`src/rtl/up_counter_mod.sv`:
```
// Synchronous modulo-MOD up counter with clear, clamped parallel load, terminal
// count, cascade carry and saturating wrap counter. Optional macro: UP_COUNTER_SATURATE_EN.
module up_counter_mod #(
  parameter int WIDTH  = 4,
  parameter int MOD    = 16,
  parameter int WCNT_W = 8
) (
  input  logic              clk,
  input  logic              rst,
  input  logic              en,
  input  logic              clr,
  input  logic              load,
  input  logic [WIDTH-1:0]  load_val,
  output logic [WIDTH-1:0]  counter,
  output logic              tc,
  output logic              carry,
  output logic [WCNT_W-1:0] wrap_cnt
);

  // Terminal value held one bit wider so MOD = 2**WIDTH compares without aliasing.
  localparam logic [WIDTH:0] LAST = (WIDTH+1)'(MOD - 1);

  logic [WIDTH-1:0]  cnt_p0;
  logic [WCNT_W-1:0] wrap_p0;
  logic [WIDTH-1:0]  cnt_nxt;
  logic [WCNT_W-1:0] wrap_nxt;
  logic              at_last;

  function automatic logic [WIDTH-1:0] clamp_load(input logic [WIDTH-1:0] v);
    if ({1'b0, v} > LAST) return LAST[WIDTH-1:0];
    else                  return v;
  endfunction

  function automatic logic [WCNT_W-1:0] sat_inc(input logic [WCNT_W-1:0] w);
    if (&w) return w;
    else    return w + WCNT_W'(1);
  endfunction

  function automatic logic [WIDTH-1:0] inc(input logic [WIDTH-1:0] v);
    return WIDTH'({1'b0, v} + (WIDTH+1)'(1));
  endfunction

  assign at_last = ({1'b0, cnt_p0} == LAST);

  always_comb begin
    cnt_nxt  = cnt_p0;
    wrap_nxt = wrap_p0;
    if (clr) begin
      cnt_nxt = '0;
    end else if (load) begin
      cnt_nxt = clamp_load(load_val);
    end else if (en) begin
      if (at_last) begin
`ifdef UP_COUNTER_SATURATE_EN
        cnt_nxt = cnt_p0;
`else
        cnt_nxt  = '0;
        wrap_nxt = sat_inc(wrap_p0);
`endif
      end else begin
        cnt_nxt = inc(cnt_p0);
      end
    end
  end

  // stage p0: architectural state register
  always_ff @(posedge clk) begin
    if (rst) begin
      cnt_p0  <= '0;
      wrap_p0 <= '0;
    end else begin
      cnt_p0  <= cnt_nxt;
      wrap_p0 <= wrap_nxt;
    end
  end

  assign counter  = cnt_p0;
  assign wrap_cnt = wrap_p0;
  assign tc       = at_last;
  assign carry    = at_last & en & ~clr & ~load & ~rst;

endmodule

```
`config.mk`:
```
export PLATFORM = sky130hd
export DESIGN_NAME = up_counter_mod
export DESIGN_NICKNAME = d
export VERILOG_FILES = /design/src/rtl/up_counter_mod.sv
export SDC_FILE = /design/constraint.sdc
export NUM_CORES = 1
export LEC_CHECK = 0
export ABC_CLOCK_PERIOD_IN_PS = 3050
export BUFFER_PORTS_ARGS = -buffer_cell sky130_fd_sc_hd__buf_2
export CORE_MARGIN = 2
export CORE_UTILIZATION = 50
export DETAILED_ROUTE_END_ITERATION = 8
export GPL_ROUTABILITY_DRIVEN = 0
export HOLD_SLACK_MARGIN = 0.15
export PLACE_DENSITY = 0.8
export SLEW_MARGIN = 10
export SYNTH_ARGS = -nofsm -noshare
export SYNTH_HDL_FRONTEND = slang
export SYNTH_SLANG_ARGS = --single-unit
export TNS_END_PERCENT = 30
```
`constraint.sdc`:
```
create_clock -name clk -period 3.05 [get_ports clk]
set_input_delay 0.305 -clock clk [delete_from_list [all_inputs] [get_ports clk]]
set_output_delay 0.305 -clock clk [all_outputs]
set_load 0.005 [all_outputs]
```
==> flow_summary_export.csv <==
group,metric,value,unit
worst_setup_path,reg2reg_from,"counter[0]",
floorplanning,die_h,40.5,um
hold_path,hold_end,"counter[1]",
floorplanning,core_area,1270,um^2
final_layout,antenna_cells,0,
run_status,outcome,"completed",
clocking,cts.sinks,12,
routing,m1WireLength,646,um
final_layout,nets,113,
final_layout,final_area,812,um^2
routing,drc,0,
worst_setup_path,worstPathArrival,1.67,ns
synthesis,yosysWarningCount,0,
clocking,cts_resized,0,
clocking,cts_hold_buffers,0,
synthesis,synth.avg_cell_area,8.74,um^2
worst_setup_path,crit_chain,"ha_1, nand4bb_4, or2_2, nor2_1, buf_2",
synthesis,ys_ff_latch,12,
worst_setup_path,path_class,"flip-flop to primary output",
synthesis,synth_most_common_cell,"dfxtp_1",
clocking,cts_tree,"yes",
sta,hold_viol,0,
synthesis,synth-edff-count,0,
job,maxCapViolCount,0,
floorplanning,placementRows,13,
routing,met3_length,80,um
pwr,powerDensity,345,nW/um^2
sta,skew,0.00278,ns
worst_setup_path,critical_path_buf_inv_count,1,
worst_setup_path,start_kind,"flip-flop",
clocking,root_buffer,"clkbuf_4",
sta,fmax,506,MHz
sta,grt_setup_unrepaired,"false",
routing,num_vias,648,
hold_path,hp-start,"clr",
pwr,max-vdd-ir-drop,0.250,mV
clocking,clockBufferDepth,2,
global_route,grt_pass1_vias,548,
final_layout,multi_input_area,413,um^2
synthesis,synth_top_cells_by_count,"dfxtp_1, nor2_1, a21oi_1",
worst_setup_path,r2r-end,"wrap_cnt[0]",
clocking,clk_pin_slew_worst_paths,0.07,ns
worst_setup_path,critical-path-max-stage-delay,0.41,ns
sta,tightest_slew,0.477,ns
sta,max-slew-margin-rel,67.4,%
routing,drt-initial-drc-count,23,
synthesis,synthDistinctLibCells,34,
hold_path,hold_path_depth,2,
sta,slew_viol_final,0,
sta,setup_tns,0,ns
synthesis,seq_area_frac_synth,36.2,%
floorplanning,die_area,1640,um^2
final_layout,utilization,64.0,%
floorplanning,io_pins,23,
pwr,p_leak,0.353,nW
placed_design,io_buffers,22,
synthesis,ys_top_cells_by_area,"dfxtp_1, a21oi_1, nand4bb_4, nor2_1, ha_1",
final_layout,drive_above_1_share,30.0,%
synthesis,netlist_area,664,um^2
global_route,grt_pass1_wl,2250,um
placed_design,placed_cell_area,790,um^2
global_route,grt_max_degree,14,
placed_design,dp.final_hpwl,1120,um
routing,highest_layer,"met4",
final_layout,seq_area,240,um^2
sta,layout_worst_path_cycle_share,64.8,%
global_route,grt_usage,21.3,%
sta,final.min_clock_period,1.98,ns
synthesis,syn_nets,87,
routing,drtAntennaViolNets,0,
worst_setup_path,r2r_cells,5,
clocking,postCtsSetupRepairBufs,0,
worst_setup_path,crit_path_end_kind,"primary output",
synthesis,synth-main-ff-cell,"dfxtp_1",
clocking,h-tree-depth,1,
routing,dr_wl_met2,728,um
routing,avgRoutedWirePerCell,12.8,um
synthesis,synth_top_area_share,36.2,%
floorplanning,die_w,40.5,um
routing,routed_wl,1470,um
global_route,grt_overflow_total,0,
clocking,numCtsBuffers,3,
sta,setup-violations-final,0,
hold_path,hold_class,"input pin to flip-flop",
worst_setup_path,crit_slowest_cell,"dfxtp_1",
worst_setup_path,worst-path-max-fanout,6,
worst_setup_path,critical_path_required,2.74,ns
worst_setup_path,reg2reg_slack,1.10,ns
routing,drt_first_pass_iters,4,
synthesis,yosysTopAreaCell,"dfxtp_1",
worst_setup_path,critPathTopFamily,"simple AND/OR/NAND/NOR gates",
final_layout,n_fill_cell,121,
global_route,antenna_found_initial,0,
synthesis,async_flop_share,0,%
synthesis,syn_inst,76,
final_layout,syn_to_final_growth,22.2,%
routing,viasPerCell,5.63,
floorplanning,start_util,52.4,%
clocking,clkLatencyLatePin,0.27,ns
==> state kept, by name, summed over array words and instances (netlist names) <==
register / cells
counter: 4
wrap_cnt: 8
==> per-layer routing <==
layer | vias to the layer above | track usage (%)
met2 | 19 | 36.1
met5 | - | 0
met3 | 2 | 8.33
li1 | 331 | -
met4 | 0 | 7.50
met1 | 296 | 23.8
==> worst reg2reg max path, delay by kind of cell (launching register included) <==
| kind | cells | cell delay, ns |
|---|---|---|
| DFF | 1 | 0.41 |
| adders and majority gates | 1 | 0.30 |
| AOI/OAI and AO/OA | 1 | 0.27 |
| and+or+nand+nor | 2 | 0.49 |
| muxes | 1 | 0.37 |
==> through the flow <==
stage	instances	total power, mW	hold WS (ns)	setup WS (ns)
after CTS	115	0.282	0.218	1.07
after floorplan	76	0.176	0.384	1.24
after detailed placement	112	0.188	0.490	1.12
final	115	0.280	0.223	1.07
after global placement	112	0.187	0.482	1.21
after global routing	115	0.292	0.218	0.964
==> final cells by class <==
cell class | count | area share (%)
Sequential cell | 12 | 29.6
Tap cell | 15 | 2.31
Inverter | 2 | 0.924
Multi-Input combinational cell | 61 | 50.8
Timing Repair Buffer | 22 | 13.6
Clock buffer | 3 | 2.77
==> placed cells by master, fill, tap and decap left out, types with 3 or more instances in the layout <==
cell and instances:
a21oi_1 6, buf_2 22, clkbuf_4 3, dfxtp_1 12, nand2_1 5, nand3_1 3
nor2_1 7, nor2b_1 3, nor3_1 4, o21ai_0 3
==> power breakdown <==
| part | total, mW | leakage, nW | internal [mW] | switching [mW] |
|---|---|---|---|---|
| Combinational | 0.0226 | 0.243 | 0.0115 | 0.0111 |
| Sequential | 0.162 | 0.0971 | 0.159 | 0.00306 |
| Clock | 0.0955 | 0.0138 | 0.0457 | 0.0498 |
| Total | 0.280 | 0.353 | 0.216 | 0.0640 |
==> logic make-up (layout without fill, tap and decap cells) <==
group,after synthesis,in the layout,synth area share [%]
AOI/OAI and AO/OA,17,17,16.8
adders and majority gates,2,2,3.77
buffers and inverters,3,27,1.69
and+or+nand+nor,37,37,34.3
DFF,12,12,36.2
xor gates and xnor gates,2,2,2.64
muxes,3,3,4.71
==> worst max path at each step <==
stage | endpoint | cells past startpoint | startpoint
after CTS | carry | 5 | counter[0]
final | carry | 5 | counter[0]
after floorplan | wrap_cnt[0] | 5 | counter[0]
after global routing | carry | 5 | counter[0]
after global placement | wrap_cnt[0] | 5 | counter[0]
after detailed placement | wrap_cnt[0] | 5 | counter[0]
No activity file was read; power rests on OpenSTA's default activity.
